$ cat config.mk
export PLATFORM = sky130hd
export DESIGN_NAME = register_file
export DESIGN_NICKNAME = d
export VERILOG_FILES = /design/src/rtl/register_file.sv
export SDC_FILE = /design/constraint.sdc
export NUM_CORES = 1
export LEC_CHECK = 0
export BUFFER_PORTS_ARGS = -buffer_cell sky130_fd_sc_hd__buf_2
export CORE_ASPECT_RATIO = 1.1
export CORE_MARGIN = 5
export CORE_UTILIZATION = 50
export DETAILED_ROUTE_END_ITERATION = 10
export PLACE_DENSITY_LB_ADDON = 0.12
export SETUP_SLACK_MARGIN = 0.3
export SLEW_MARGIN = 30
export SYNTH_ARGS = -nofsm -noshare
export SYNTH_HDL_FRONTEND = slang
export SYNTH_SLANG_ARGS = --single-unit
$ cat constraint.sdc
create_clock -name clk -period 1.1 [get_ports clk]
set_clock_uncertainty 0.05 [all_clocks]
set_input_delay 0.055 -clock clk [delete_from_list [all_inputs] [get_ports clk]]
set_output_delay 0.055 -clock clk [all_outputs]
set_load 0.005 [all_outputs]
$ cat src/rtl/register_file.sv
// register_file: parametrised register array with one write port and two combinational read ports
`ifndef POS_EDGE
`define POS_EDGE 1'b1
`endif
`ifndef NEG_EDGE
`define NEG_EDGE 1'b0
`endif
module register_file #(
  parameter int width = 8,
  parameter int depth = 4,
  parameter bit active_edge = `POS_EDGE,
  parameter bit zero_reg = 1'b0,
  parameter bit bypass = 1'b1,
  localparam int AW = $clog2(depth)
) (
  input  logic             clk,
  input  logic             rst,
  input  logic             we,
  input  logic [AW-1:0]    wa,
  input  logic [width-1:0] D,
  input  logic [AW-1:0]    ra,
  input  logic [AW-1:0]    rb,
  output logic [width-1:0] QA,
  output logic [width-1:0] QB
);
  localparam logic [AW:0] DEP = (AW+1)'(depth);
  logic [width-1:0] r_mem [depth];
  logic w_clk, w_wv, w_a_ok, w_b_ok;
  assign w_clk = active_edge ? clk : ~clk;
  assign w_wv = we && ({1'b0, wa} < DEP) && !(zero_reg && wa == '0);
  assign w_a_ok = ({1'b0, ra} < DEP) && !(zero_reg && ra == '0);
  assign w_b_ok = ({1'b0, rb} < DEP) && !(zero_reg && rb == '0);
  // storage update on the selected edge: reset beats write beats hold
  always_ff @(posedge w_clk) begin
    if (rst)
      for (int i = 0; i < depth; i++) r_mem[i] <= '0;
    else if (w_wv)
      r_mem[wa] <= D;
  end
  // read ports: out-of-range and zero register read 0, bypass forwards D unless in reset
  always_comb begin
    QA = !w_a_ok ? '0 : (bypass && w_wv && !rst && wa == ra) ? D : r_mem[ra];
    QB = !w_b_ok ? '0 : (bypass && w_wv && !rst && wa == rb) ? D : r_mem[rb];
  end
endmodule

==> Word-level counts from Yosys, hierarchy flattened <==
Memory sizes are Yosys's and may differ from the RTL's.
Index checks and enable logic that the tools add are counted.
{ "op_classes": {"eq_ne": 2, "n_mux": 10, "n_reduce_logical": 5} }
{ "op_table": {"columns": ["cell", "n"], "rows": [
  ["$mux 8", 3],
  ["$reduce_or 8->1", 1],
  ["$mux 1", 6],
  ["$eq 2x2->1", 2],
  ["$logic_and 1x1->1", 3],
  ["$mux 2", 1],
  ["$logic_not 1->1", 1]
]} }
{ "totals": {"regBits": 0, "ramBits": 32, "in_bits": 17, "mem_count": 1} }
{ "memory_table": {"columns": ["name", "words", "word_bits", "rd", "rd_clocked_by_memory_dff", "write_ports", "line", "rtl"], "rows": [
  ["r_mem", 4, 8, 2, 0, 4, "27", "logic [width-1:0] r_mem [depth];"]
]} }

==> Logic depth before layout (Yosys ltp) <==
{ "logic_depth": {"word_depth": 5, "depth_mapped": 4, "mapped_depth_nobuf": 3} }

==> Least setup slack after synthesis <==
OpenSTA, ideal clock, no wires.
{ "synth_path": {"path_type": "reg-to-output", "from": "memory r_mem[3][1]", "to": "output QA[1]", "arrival_ps": 1077, "slack_ps": -82, "stages_incl_launch_ff": 3, "n_path_buf": 0, "cell_sequence": "edfxtp_1 mux4_2 mux2_2"} }
{ "synth_lines": {"columns": ["element", "line", "rtl"], "rows": [
  ["start, declared", "27", null],
  ["end, declared", "23", "output logic [width-1:0] QA,"]
]} }

==> flow_metrics.tcl <==
set metrics [dict create \
    setup_violations 16 \
    drtIter0Drc 50 \
    ctsHoldBuffers 0 \
    clock_path_buffers 2 \
    diodes 0 \
    syn_avg_cell_area_um2 15.94 \
    powerDensity_nw_per_um2 1187 \
    vias 1203 \
    coreArea_um2 3655 \
    ys_top_cells_by_area "edfxtp_1 51%, mux4_2 19%, and2_1 11%" \
    post-dp-hpwl_mm 3.159 \
    final_max_slew_viol_count 0 \
    hp-class "input pin to flop" \
    clockRootBuffer "clkbuf_8" \
    rsz0062_at_grt "yes" \
    crit_fanout 2 \
    drv_cap 0 \
    cts.sinks 32 \
    leakage_nw 1.069 \
    drive_above_1_share_pct 58.96 \
    grt_remaining_overflow 0 \
    portBuffers 32 \
    min_period_over_period_pct 150.7 \
    cts-htree-levels 2 \
    synth_commonest_cells "32 x and2_1, 32 x edfxtp_1, 16 x mux4_2" \
    end_kind "output port" \
    synth.distinct_cells 18 \
    min_from "D[1]" \
    first_global_vias 1352 \
    fp.dieW_um 68.73 \
    nets 190 \
    clkTransAtPathRegs_ns 0.06 \
    required_ns 1.00 \
    area_growth_pct 37.80 \
    die_area_um2 5127 \
    synth_area_um2 1897 \
    synth_edf_count 32 \
    ys_ff_latch 32 \
    synthCells 119 \
    tightest_slew_ns 0.2625 \
    synth_top_cell_area_share_pct 50.66 \
    start_kind "flop" \
    detail_route.wl_per_cell_um 20.06 \
    grt_pass1_wl_mm 7.044 \
    start_util_pct 51.90 \
    layout_setup_ws_ns -0.5581 \
    num_rows 23 \
    peakVddDrop_uv 605.4 \
    largestRegisters "r_mem (32)" \
    pin_count 33 \
    place.gp.congestion 0.8078 \
    firstDrtPassIters 4 \
    regMostFlops "r_mem" \
    startpoint "r_mem[0][6]" \
    slew_headroom_pct 82.50 \
    violations "setup timing" \
    arrival_ns 1.55 \
    synth.largest_area_cell "edfxtp_1" \
    syn_nets 136 \
    yosys_warnings 0 \
    grt_usage_pct 20.56 \
    synth_flop_cell "edfxtp_1" \
    die_h_um 74.60 \
    async_flop_share_pct 0 \
    hold_viol 0 \
    fmax_mhz 603.1 \
    post-route-drc-count 0 \
    fin_crit_ns 1.658 \
    crit_type "flop to output port" \
    viasPerCell 5.395 \
    antenna_left 0 \
    largest_register_ffs 32 \
    ys_seq_area_share_pct 50.66 \
    status "finished with violations" \
    hold_ws_ns 0.07618 \
    numCtsBuffers 5 \
    grt_max_degree 10 \
    fin_util_pct 71.52 \
    critPathCapture "QB[6]" \
    cts_tree "yes" \
    antenna_found_initial 0 \
    wl_mm 4.474 \
]
## cell type report
| cell class | count | area (um^2) |
|---|---|---|
| fill | 262 | 1041 |
| clock inverter | 2 | 7.507 |
| clock buffer | 5 | 68.82 |
| tap | 50 | 62.56 |
| multi-input combinational | 80 | 985.9 |
| timing repair buffer | 54 | 528.0 |
| sequential | 32 | 960.9 |
## what timing repair did
action	4_1_cts	5_1_grt
pin swaps	2	0
endpoints found under the setup margin	54	36
resized for setup	23	4
setup buffers	2	0
## metal layers
layer | up-vias | track usage [%] | wire length [um] | part of all wire [%]
met2 | 27 | 37.43 | 2563 | 57
li1 | 567 | - | - | -
met1 | 605 | 23.11 | 1672 | 37
met4 | 0 | 7.143 | 57 | 1.3
met3 | 4 | 4.985 | 181 | 4.0
met5 | - | 0 | 0 | 0
## logic make-up (layout without fill, tap and decap cells)
| logic type | Yosys count | after routing | synth area share, % |
|---|---|---|---|
| flops | 32 | 32 | 50.66 |
| mux | 32 | 32 | 28.89 |
| buf+inv | 7 | 61 | 2.770 |
| simple gates | 42 | 42 | 14.97 |
| compound gates | 2 | 2 | 0.8578 |
| xor+xnor | 4 | 4 | 1.847 |
## worst max-delay path, stage by stage, from the launching register on
cell      delay (ns)
edfxtp_1        0.40
mux4_2          0.48
mux2_4          0.27
buf_6           0.12
## how the worst min path moves through the flow
stage	end	slack (ns)	depth (start not counted)
floorplan	QA[0]	0.18	1
detailed placement	r_mem[3][1]	0.36	2
global route	r_mem[2][0]	0.07	2
finish	r_mem[3][1]	0.08	2
global placement	r_mem[2][2]	0.35	2
CTS	r_mem[3][1]	0.06	2
## stage by stage
stage / total power [mW] / instance area [um^2] / setup TNS [ns] / cells / worst slack (ns)
floorplan: 1.916 / 2024 / -1.227 / 119 / -0.07670
global placement: 2.149 / 2382 / -4.099 / 214 / -0.2227
detailed placement: 2.179 / 2382 / -5.163 / 214 / -0.2515
CTS: 3.101 / 2591 / -8.679 / 223 / -0.5596
global route: 3.251 / 2614 / -9.427 / 223 / -0.6131
finish: 3.102 / 2614 / -8.525 / 223 / -0.5581
## where the power goes
part	leakage, nW	switching, mW	internal, mW
Clock	0.0391	0.405	0.417
Combinational	0.718	0.283	0.517
Sequential	0.312	0.0405	1.44
## placed cells by master (no fill, tap or decap), drive strengths merged
| cell type | n |
|---|---|
| buf | 54 |
| a31o | 1 |
| nand2 | 1 |
| clkinv | 2 |
| clkbuf | 5 |
| edfxtp | 32 |
| o21bai | 1 |
| mux2 | 16 |
| nor3b | 2 |
| nand2b | 1 |
| nor2b | 1 |
| and2 | 32 |
| nor3 | 1 |
| mux4 | 16 |
| or2 | 2 |
| nand3 | 2 |
| xnor2 | 4 |
Note: power is estimated with default switching activity, not from simulation.
